### src/rtl/frame_pkg.sv
// frame_pkg: constants, state encoding and the CRC-16/XMODEM word step shared
// by frame_encoder and frame_detector.
package frame_pkg;

    localparam logic [31:0] FRAME_HEADER  = 32'hE0E0E0E0;
    localparam logic [31:0] FRAME_TRAILER = 32'h0E0E0E0E;
    localparam int          MAX_WORDS     = 8;
    localparam logic [15:0] CRC16_POLY    = 16'h1021;

    typedef enum logic [3:0] {
        ST_IDLE = 4'd0,
        ST_LOAD = 4'd1,
        ST_HDR0 = 4'd2,
        ST_HDR1 = 4'd3,
        ST_CHAN = 4'd4,
        ST_DATA = 4'd5,
        ST_CRC  = 4'd6,
        ST_TRL0 = 4'd7,
        ST_TRL1 = 4'd8,
        ST_GAP  = 4'd9
    } fenc_state_t;

    // One 16-bit word, MSB first, init/xorout handled by the caller (XMODEM: 0/0).
    function automatic logic [15:0] crc16_step(input logic [15:0] crc,
                                               input logic [15:0] word);
        logic [15:0] c;
        c = crc ^ word;
        for (int i = 0; i < 16; i++) begin
            c = c[15] ? ({c[14:0], 1'b0} ^ CRC16_POLY) : {c[14:0], 1'b0};
        end
        return c;
    endfunction

endpackage

### src/rtl/crc16_d16.sv
// crc16_d16: combinational single-word CRC-16/XMODEM step.
module crc16_d16
    import frame_pkg::*;
(
    input  logic [15:0] crc_i,
    input  logic [15:0] data_i,
    output logic [15:0] crc_o
);

    assign crc_o = crc16_step(crc_i, data_i);

endmodule

### src/rtl/frame_encoder.sv
// frame_encoder: buffers up to eight payload words, then emits a gap-free
// header / channel / payload / CRC / trailer stream followed by IDLE_GAP zeros.
// Optional feature macro FRAME_ENC_CRC_INJECT_EN adds the crc_corrupt input,
// which inverts the emitted CRC word of the accepted frame.
module frame_encoder
    import frame_pkg::*;
#(
    parameter int unsigned IDLE_GAP = 1
)
(
    input  logic        clk_in,
    input  logic        rst_n,
    input  logic        cmd_valid,
    output logic        cmd_ready,
    input  logic [7:0]  cmd_chan,
    input  logic [2:0]  cmd_len,
    input  logic        pld_valid,
    output logic        pld_ready,
    input  logic [15:0] pld_data,
`ifdef FRAME_ENC_CRC_INJECT_EN
    input  logic        crc_corrupt,
`endif
    output logic [15:0] data_out,
    output logic        frame_active,
    output logic        cmd_err
);

    fenc_state_t state_q, state_d;
    logic [7:0]  chan_q, chan_d;
    logic [2:0]  len_q, len_d;
    logic [2:0]  cnt_q, cnt_d;
    logic [3:0]  gap_q, gap_d;
    logic [15:0] crc_q, crc_d;
    logic        inv_q, inv_d;
    logic [15:0] data_q, data_d;
    logic        active_q, active_d;
    logic        err_q, err_d;
    logic        buf_we;
    logic        corrupt_in;
    logic [15:0] crc_next;
    logic [15:0] buf_q [MAX_WORDS];

`ifdef FRAME_ENC_CRC_INJECT_EN
    assign corrupt_in = crc_corrupt;
`else
    assign corrupt_in = 1'b0;
`endif

    crc16_d16 u_crc (
        .crc_i  (crc_q),
        .data_i (pld_data),
        .crc_o  (crc_next)
    );

    // Handshake outputs decode straight from the registered state; ready is
    // held low while reset is asserted.
    assign cmd_ready    = (state_q == ST_IDLE) && rst_n;
    assign pld_ready    = (state_q == ST_LOAD);
    assign data_out     = data_q;
    assign frame_active = active_q;
    assign cmd_err      = err_q;

    // Next-state logic; data_d is the word the next state will present, so
    // the registered output lines up with the state that owns it.
    always_comb begin
        // NOTE: every signal gets a default first so no path infers a latch.
        state_d = state_q;
        chan_d  = chan_q;
        len_d   = len_q;
        cnt_d   = cnt_q;
        gap_d   = gap_q;
        crc_d   = crc_q;
        inv_d   = inv_q;
        data_d  = 16'h0000;
        err_d   = 1'b0;
        buf_we  = 1'b0;
        case (state_q)
            ST_IDLE: begin
                if (cmd_valid) begin
                    chan_d = cmd_chan;
                    len_d  = cmd_len;
                    inv_d  = corrupt_in;
                    crc_d  = 16'h0000;
                    cnt_d  = 3'd0;
                    if ($countones(cmd_chan) != 1) begin
                        err_d = 1'b1;
                    end else begin
                        state_d = ST_LOAD;
                    end
                end
            end
            ST_LOAD: begin
                if (pld_valid) begin
                    buf_we = 1'b1;
                    crc_d  = crc_next;
                    if (cnt_q == len_q) begin
                        cnt_d   = 3'd0;
                        state_d = ST_HDR0;
                        data_d  = FRAME_HEADER[31:16];
                    end else begin
                        cnt_d = cnt_q + 3'd1;
                    end
                end
            end
            ST_HDR0: begin
                state_d = ST_HDR1;
                data_d  = FRAME_HEADER[15:0];
            end
            ST_HDR1: begin
                state_d = ST_CHAN;
                data_d  = {8'h00, chan_q};
            end
            ST_CHAN: begin
                state_d = ST_DATA;
                cnt_d   = 3'd0;
                data_d  = buf_q[0];
            end
            ST_DATA: begin
                if (cnt_q == len_q) begin
                    state_d = ST_CRC;
                    data_d  = crc_q ^ {16{inv_q}};
                end else begin
                    cnt_d  = cnt_q + 3'd1;
                    data_d = buf_q[cnt_q + 3'd1];
                end
            end
            ST_CRC: begin
                state_d = ST_TRL0;
                data_d  = FRAME_TRAILER[31:16];
            end
            ST_TRL0: begin
                state_d = ST_TRL1;
                data_d  = FRAME_TRAILER[15:0];
            end
            ST_TRL1: begin
                state_d = ST_GAP;
                gap_d   = 4'd1;
            end
            ST_GAP: begin
                if (gap_q == 4'(IDLE_GAP)) begin
                    state_d = ST_IDLE;
                end else begin
                    gap_d = gap_q + 4'd1;
                end
            end
            default: state_d = ST_IDLE;
        endcase
    end

    // frame_active covers the header through the trailer of the next state.
    always_comb begin
        active_d = (state_d inside {ST_HDR0, ST_HDR1, ST_CHAN, ST_DATA,
                                    ST_CRC, ST_TRL0, ST_TRL1});
    end

    // Control and output registers.
    always_ff @(posedge clk_in or negedge rst_n) begin
        // NOTE: sequential state uses non-blocking assignments only.
        if (!rst_n) begin
            state_q  <= ST_IDLE;
            chan_q   <= 8'h00;
            len_q    <= 3'd0;
            cnt_q    <= 3'd0;
            gap_q    <= 4'd0;
            crc_q    <= 16'h0000;
            inv_q    <= 1'b0;
            data_q   <= 16'h0000;
            active_q <= 1'b0;
            err_q    <= 1'b0;
        end else begin
            state_q  <= state_d;
            chan_q   <= chan_d;
            len_q    <= len_d;
            cnt_q    <= cnt_d;
            gap_q    <= gap_d;
            crc_q    <= crc_d;
            inv_q    <= inv_d;
            data_q   <= data_d;
            active_q <= active_d;
            err_q    <= err_d;
        end
    end

    // Payload buffer write port.
    always_ff @(posedge clk_in) begin
        // NOTE: the buffer is not reset; every word is written before it is read.
        if (buf_we) begin
            buf_q[cnt_q] <= pld_data;
        end
    end

endmodule
### config.mk
export PLATFORM = sky130hd
export DESIGN_NAME = frame_encoder
export DESIGN_NICKNAME = d
export VERILOG_FILES = /design/src/rtl/frame_pkg.sv /design/src/rtl/crc16_d16.sv /design/src/rtl/frame_encoder.sv
export SDC_FILE = /design/constraint.sdc
export NUM_CORES = 1
export LEC_CHECK = 0
export CAP_MARGIN = 20
export CORE_MARGIN = 3
export CORE_UTILIZATION = 45
export DETAILED_ROUTE_END_ITERATION = 12
export PLACE_DENSITY = 0.73
export SLEW_MARGIN = 15
export SYNTH_ARGS = -nofsm -noshare
export SYNTH_HDL_FRONTEND = slang
export SYNTH_SLANG_ARGS = --single-unit
### constraint.sdc
create_clock -name clk_in -period 3.15 [get_ports clk_in]
set_input_delay 0.315 -clock clk_in [delete_from_list [all_inputs] [get_ports clk_in]]
set_output_delay 0.315 -clock clk_in [all_outputs]
set_load 0.005 [all_outputs]
* Word-level counts from Yosys, hierarchy flattened *
Memory sizes are Yosys's and may differ from the RTL's.
Index checks and enable logic that the tools add are counted.

cells by class
  add/sub/neg operators = 9
  equal/unequal tests = 23
  mux-type cells = 44
  bitwise gates (word level) = 17
  reduce and logical (&&, ||, !) cells = 11

operators with widths
  cell                                                                     count
  13-bit 2-to-1 mux                                                        16
  16-bit case mux with 6 select lines                                      1
  16-bit 2-to-1 mux                                                        5
  3-bit inverter                                                           16
  4-bit case mux with 10 select lines                                      1
  4-bit by 3-bit == test with 1-bit output, second input constant          8
  16-bit case mux with 2 select lines                                      1
  4-bit 2-to-1 mux                                                         7
  4-bit by 2-bit == test with 1-bit output, second input constant          4
  16-bit XOR                                                               1
  4-bit == test, second input constant                                     3
  3-bit 2-to-1 mux                                                         4
  3-bit case mux with 4 select lines                                       1
  1-bit by 1-bit adder with 2-bit output                                   4
  4-bit by 1-bit == test with 1-bit output, second input constant          2
  2-bit inequality test, second input constant                             4
  4-bit case mux with 2 select lines                                       1
  1-bit 2-to-1 mux                                                         7
  7-bit nonzero test                                                       1
  2-bit by 2-bit adder with 3-bit output                                   2
  3-bit by 3-bit adder with 4-bit output                                   1
  4-bit by 1-bit adder with 4-bit output, second input constant            1
  4-bit zero test                                                          1
  4-bit by 1-bit inequality test with 1-bit output, second input constant  1
  other kinds (9)                                                          11

word-level totals
  register bits = 56
  memory bits (writable) = 128
  logic and storage cells = 114
  memories = 1

memory list
  memory  words  width  read ports  clocked after memory_dff  write ports  line                 source
  buf_q   8      16     2           0                         1            frame_encoder.sv:41  logic [15:0] buf_q [MAX_WORDS];

* Depth between registers and ports, before layout *
  word-level depth = 35
  mapped depth = 13
  gate-level depth less buffers = 13

* Cells and area by module *
Synthesis repeated with hierarchy kept, for this count alone.

second synthesis, totals
  cell total of the unflattened synthesis = 558
  area total of the unflattened synthesis = 8345.5 um2

modules (own cells, without submodules)
  module         times used  cells an instance  area an instance (um2)  sequential area each (um2)
  frame_encoder  1           507                7778.7                  5245.0
  crc16_d16      1           51                 566.8                   0.0

* Worst setup path before layout *
Ideal clock, no wire load.

  path kind = reg2reg
  start = register state_q[0]
  end = memory buf_q[0][0] (enable)
  library setup time = 430 ps
  arrival = 3047 ps
  data required time = 2720 ps
  setup slack = -328 ps
  cell stages (with the launch flop) = 7
  cell sequence = dfrtp_1 -> buf_2 -> nor3b_1 -> nor2b_1 -> nand2_1 -> clkbuf_1 -> nor4_1

between the ends
  cells in the longest elaborated chain, start to end = 4

ends and longest elaborated chain
  item                                      line                  source
  from (decl)                               frame_encoder.sv:28   fenc_state_t state_q, state_d;
  from (signal assigned)                    frame_encoder.sv:171  state_q <= state_d;
  4-bit by 1-bit == test with 1-bit output  n/a
  via pld_ready                             frame_encoder.sv:18   output logic pld_ready,
  1-bit 2-to-1 mux                          frame_encoder.sv:77   case (state_q)
  1-bit 2-to-1 mux                          frame_encoder.sv:187  if (buf_we) begin
  1-bit 2-to-1 mux (not written as such)    frame_encoder.sv:188  buf_q[cnt_q] <= pld_data;
  to (decl)                                 frame_encoder.sv:41

The timed path passes the listed nets, and every way through them passes these cells.

* Final worst setup path *
  start = input cmd_chan[3]
  end = register state_q[0]

between the ends
  cells in the longest elaborated chain, start to end = 7

ends and longest elaborated chain
  item                                                          line                 source
  from (decl)                                                   frame_encoder.sv:15  input logic [7:0] cmd_chan,
  1-bit by 1-bit adder with 2-bit output (not written as such)  frame_encoder.sv:85  if ($countones(cmd_chan) != 1) begin
  2-bit by 2-bit adder with 3-bit output (not written as such)  frame_encoder.sv:85
  3-bit by 3-bit adder with 4-bit output (not written as such)  frame_encoder.sv:85
  4-bit by 1-bit inequality test with 1-bit output              frame_encoder.sv:85
  4-bit 2-to-1 mux                                              frame_encoder.sv:85
  4-bit 2-to-1 mux                                              frame_encoder.sv:79  if (cmd_valid) begin
  4-bit case mux with 10 select lines                           frame_encoder.sv:77
  via state_d[0]                                                frame_encoder.sv:28

The timed path passes the listed nets, and every way through them passes these cells.
A chain may end at the register's enable or synchronous reset.

==> metrics.md <==
| Metric | Value |
|---|---|
| CTS tree | `yes` |
| Residual DRC | `0` |
| Nets | `670` |
| Initial drt markers | `454` |
| Non-Filler Instances | `a little under 900` |
| IO buf count | `50` |
| Slowest stage cell on the critical path | `fa_1` |
| Crit path cell chain | `dlygate4sd2_1, inv_2, fa_1, fa_1, fa_1, inv_1, ha_2, inv_1, fa_2, a2111oi_4, a21oi_1, nor2_1, nand2b_1, nand3_1` |
| Yosys warns | `0` |
| Setup TNS | `0 ns` |
| Worst hold path class | `input port to async pin` |
| RR Startpoint | `state_q[1]` |
| Status | `complete, no violations` |
| Slew Limit Fails | `0` |
| Worst skew pair latency | `roughly 0.44 ns` |
| Core ar. | `0.0175 mm2` |
| First-pass GRT wire length | `29400 um` |
| Vias in the first global route | `just over 5000` |
| Met1 Track Usage GR | `27.1%` |
| Yosys reg bits | `184` |
| Total CTS buffers | `17` |
| Cell row count | `48` |
| Tmin final | `2.97 ns` |
| Maxcap violations | `0` |
| Ys flop type | `edfxtp_1` |
| Gr usage total | `19.8%` |
| Sink Count | `184` |
| Die ar. | `roughly 0.02 mm2` |
| Post-synth cell types | `44` |
| R2r setup slk | `0.58 ns` |
| Vias | `roughly 5000` |
| H-Tree Depth | `4` |
| Area delta synth->final | `19.9%` |
| Critical path class | `input port to register` |
| Final wirelength | `approximately 19000 um` |
| Overall power | `9.74 mW` |
| Worst Path Max Fanout | `2` |
| ANT cells | `0` |
| Worst EP required | `3.51 ns` |
| Hpwl dp | `between 10000 and 15000 um` |
| Most instantiated library cell after synthesis | `edfxtp_1` |
| Final ANT Viol Nets | `0` |
| NetSw | `3.44 mW` |
| Sw frac | `35.3%` |
| Sequential area share after synthesis | `64.0%` |
| Die height | `141 um` |
| Ys async rst share | `a little under a third` |
| Clock share of power | `between 20% and 30%` |
| Share of power burned in registers | `34.4%` |
| Dpl ws | `-0.685 ns` |
| RSZ-0062 raised after global routing | `no` |
| GRT met2 Usage | `31.9%` |
| Pin count of the biggest net entering global routing | `57` |
| P_leak | `3.61 nW` |
| Placed insts | `835` |
| Finish-stage setup viols | `0` |
| WP data arrival | `~3.3 ns` |
| EDFF count, synth | `128` |
| Drt wl/cell | `about 21 um` |
| Logic gate share of total power | `43.3%` |
| GRT Residual Overflow | `0` |
| Area share of the largest cell type after synthesis | `around 47%` |
| Clock-pin transition on the worst setup and hold timing paths | `0.07 ns` |
| Power density of the placed cells | `991 mW/mm2` |
| Max_slew headroom | `between 40% and 50%` |
| Critical R2R Capture | `buf_q[7][12]` |
| Post-CTS setup buffers | `0` |
| Layout cell share with drive strength beyond 1 | `19.5%` |
| Post-layout util | `56.0%` |
| Gpl congestion | `0.887` |
| Post-synthesis cell type with the largest combined area | `edfxtp_1` |
| Hold Vio Cnt, Final | `0` |
| Die width | `141 um` |
| Vias per cell | `approximately 5.8` |
| Final Skew | `between 0.02 and 0.025 ns` |
| Initial core utilization | `46.7%` |
| Worst Max-Slew Pin Slew | `roughly 0.77 ns` |
| Antenna violations before repair | `0` |
| Synth top area cells | `edfxtp_1, dfrtp_1, mux4_2, xnor2_1, mux2i_1` |
| Netlist Area Pre-Place | `0.00820 mm2` |
| Most frequent cells after synthesis | `edfxtp_1, dfrtp_1, nand2_1` |
| Final worst-path cycle share | `94.4%` |
| GRT busiest layer | `met2` |
| Endpoint kind of the worst setup timing path | `register` |
| Cell-internal power | `6.30 mW` |
| CTS Buffer Depth | `2` |
| Root Driver | `clkbuf_16` |
| CP most frequent cell | `fa_1` |
| Drt pass-1 iters | `5` |
| Fmax | `336 MHz` |
| I/O pin total | `51` |
| Synth Instances | `547` |
| Smallest setup slack after layout | `0.177 ns` |
| Worst setup SP type | `input port` |
| Routing usage on met3 | `4.48%` |
| Syn_nets | `588` |
| Crit-path max cell delay | `0.58 ns` |
| Worst Reg-to-Reg Cells | `8` |
| Max IR drop VDD | `0.546 mV` |
| Post-Syn Area per Cell | `approximately 15 um2` |
==> sequential cells by signal, summed over array words and instances (netlist names) <==
signal,cells
buf_q,128
crc_q,16
data_out,16
chan_q,8
gap_q,4
state_q,4
cnt_q,3
len_q,3
cmd_err,1
frame_active,1
==> worst max-delay path by stage <==
stage	from	to	slack [ns]	depth (start not counted)
3_3_place_gp	cmd_chan[0]	state_q[0]	-0.52	14
5_1_grt	cmd_chan[3]	state_q[0]	0.04	14
3_5_place_dp	cmd_chan[0]	state_q[0]	-0.69	14
4_1_cts	cmd_chan[3]	state_q[0]	0.14	14
2_1_floorplan	cmd_chan[0]	state_q[0]	0.04	13
6_report	cmd_chan[3]	state_q[0]	0.18	14
==> critical path: cells and delay by family <==
family          cells  cell delay, ns
fa+ha+maj           5            2.09
buf+inv             4            0.39
simple gates        3            0.29
compound gates      2            0.26
==> layout by cell type (no fill, tap or decap), types with 4 or more instances in the layout <==
master and instances:
a21oi_1 23, a22oi_1 10, buf_4 40, clkbuf_16 17, clkdlybuf4s50_1 46, dfrtp_1 55
edfxtp_1 128, ha_1 5, inv_1 19, inv_6 5, mux2_2 5, mux2i_1 16
mux4_2 32, nand2_1 39, nand2b_1 5, nand3_1 20, nor2_1 19, nor3_1 5
nor3_2 4, o211ai_1 7, o21ai_0 26, o221ai_1 8, xnor2_1 33, xnor3_1 6
xor2_1 12
==> routing by layer <==
layer  part of all wire (%)  vias to the layer above
met1                     42                     2548
met4                    2.0                        0
met3                    6.8                       27
li1                       -                     2225
met5                      0                        -
met2                     50                      185
==> kinds of logic (layout without fill, tap and decap cells) <==
logic type / after synthesis / count (layout) / share of synthesized area [%]
simple gates: 108 / 108 / 6.08
xor+xnor: 55 / 55 / 7.50
mux: 53 / 53 / 11.4
flops: 184 / 184 / 64.0
fa+ha+maj: 10 / 10 / 1.89
buf+inv: 49 / 143 / 2.37
compound gates: 88 / 88 / 6.75
==> final cells by class <==
type,instances,area [um2]
Tap cell,225,282
Clock inverter,13,160
Inverter,22,82.6
Timing Repair Buffer,90,792
Sequential cell,184,5250
Fill cell,1377,7710
Multi-Input combinational cell,314,2820
Clock buffer,18,439
==> stage by stage <==
stage	hold slack, ns	instance area (um2)
3_3_place_gp	0.479	9220
2_1_floorplan	0.0194	8210
6_report	0.0618	9830
3_5_place_dp	0.489	9220
5_1_grt	0.126	9830
4_1_cts	0.0839	9830
==> power groups by stage <==
stage                     combinational (mW)  sequential, mW  clock, mW
after global placement                  4.11            3.38          0
after global routing                    4.61            3.40       2.31
after detailed placement                4.22            3.39          0
after CTS                               4.26            3.35       2.20
after floorplan                         3.09            3.27          0
final                                   4.22            3.35       2.17
==> repair_timing <==
item / in CTS / in global routing
hold endpoints to repair: 0 / 0
setup endpoints to repair: 2 / 0
resized for setup: 8 / 0
hold buffers: 0 / 0
Power figures use the tool's default switching activity.
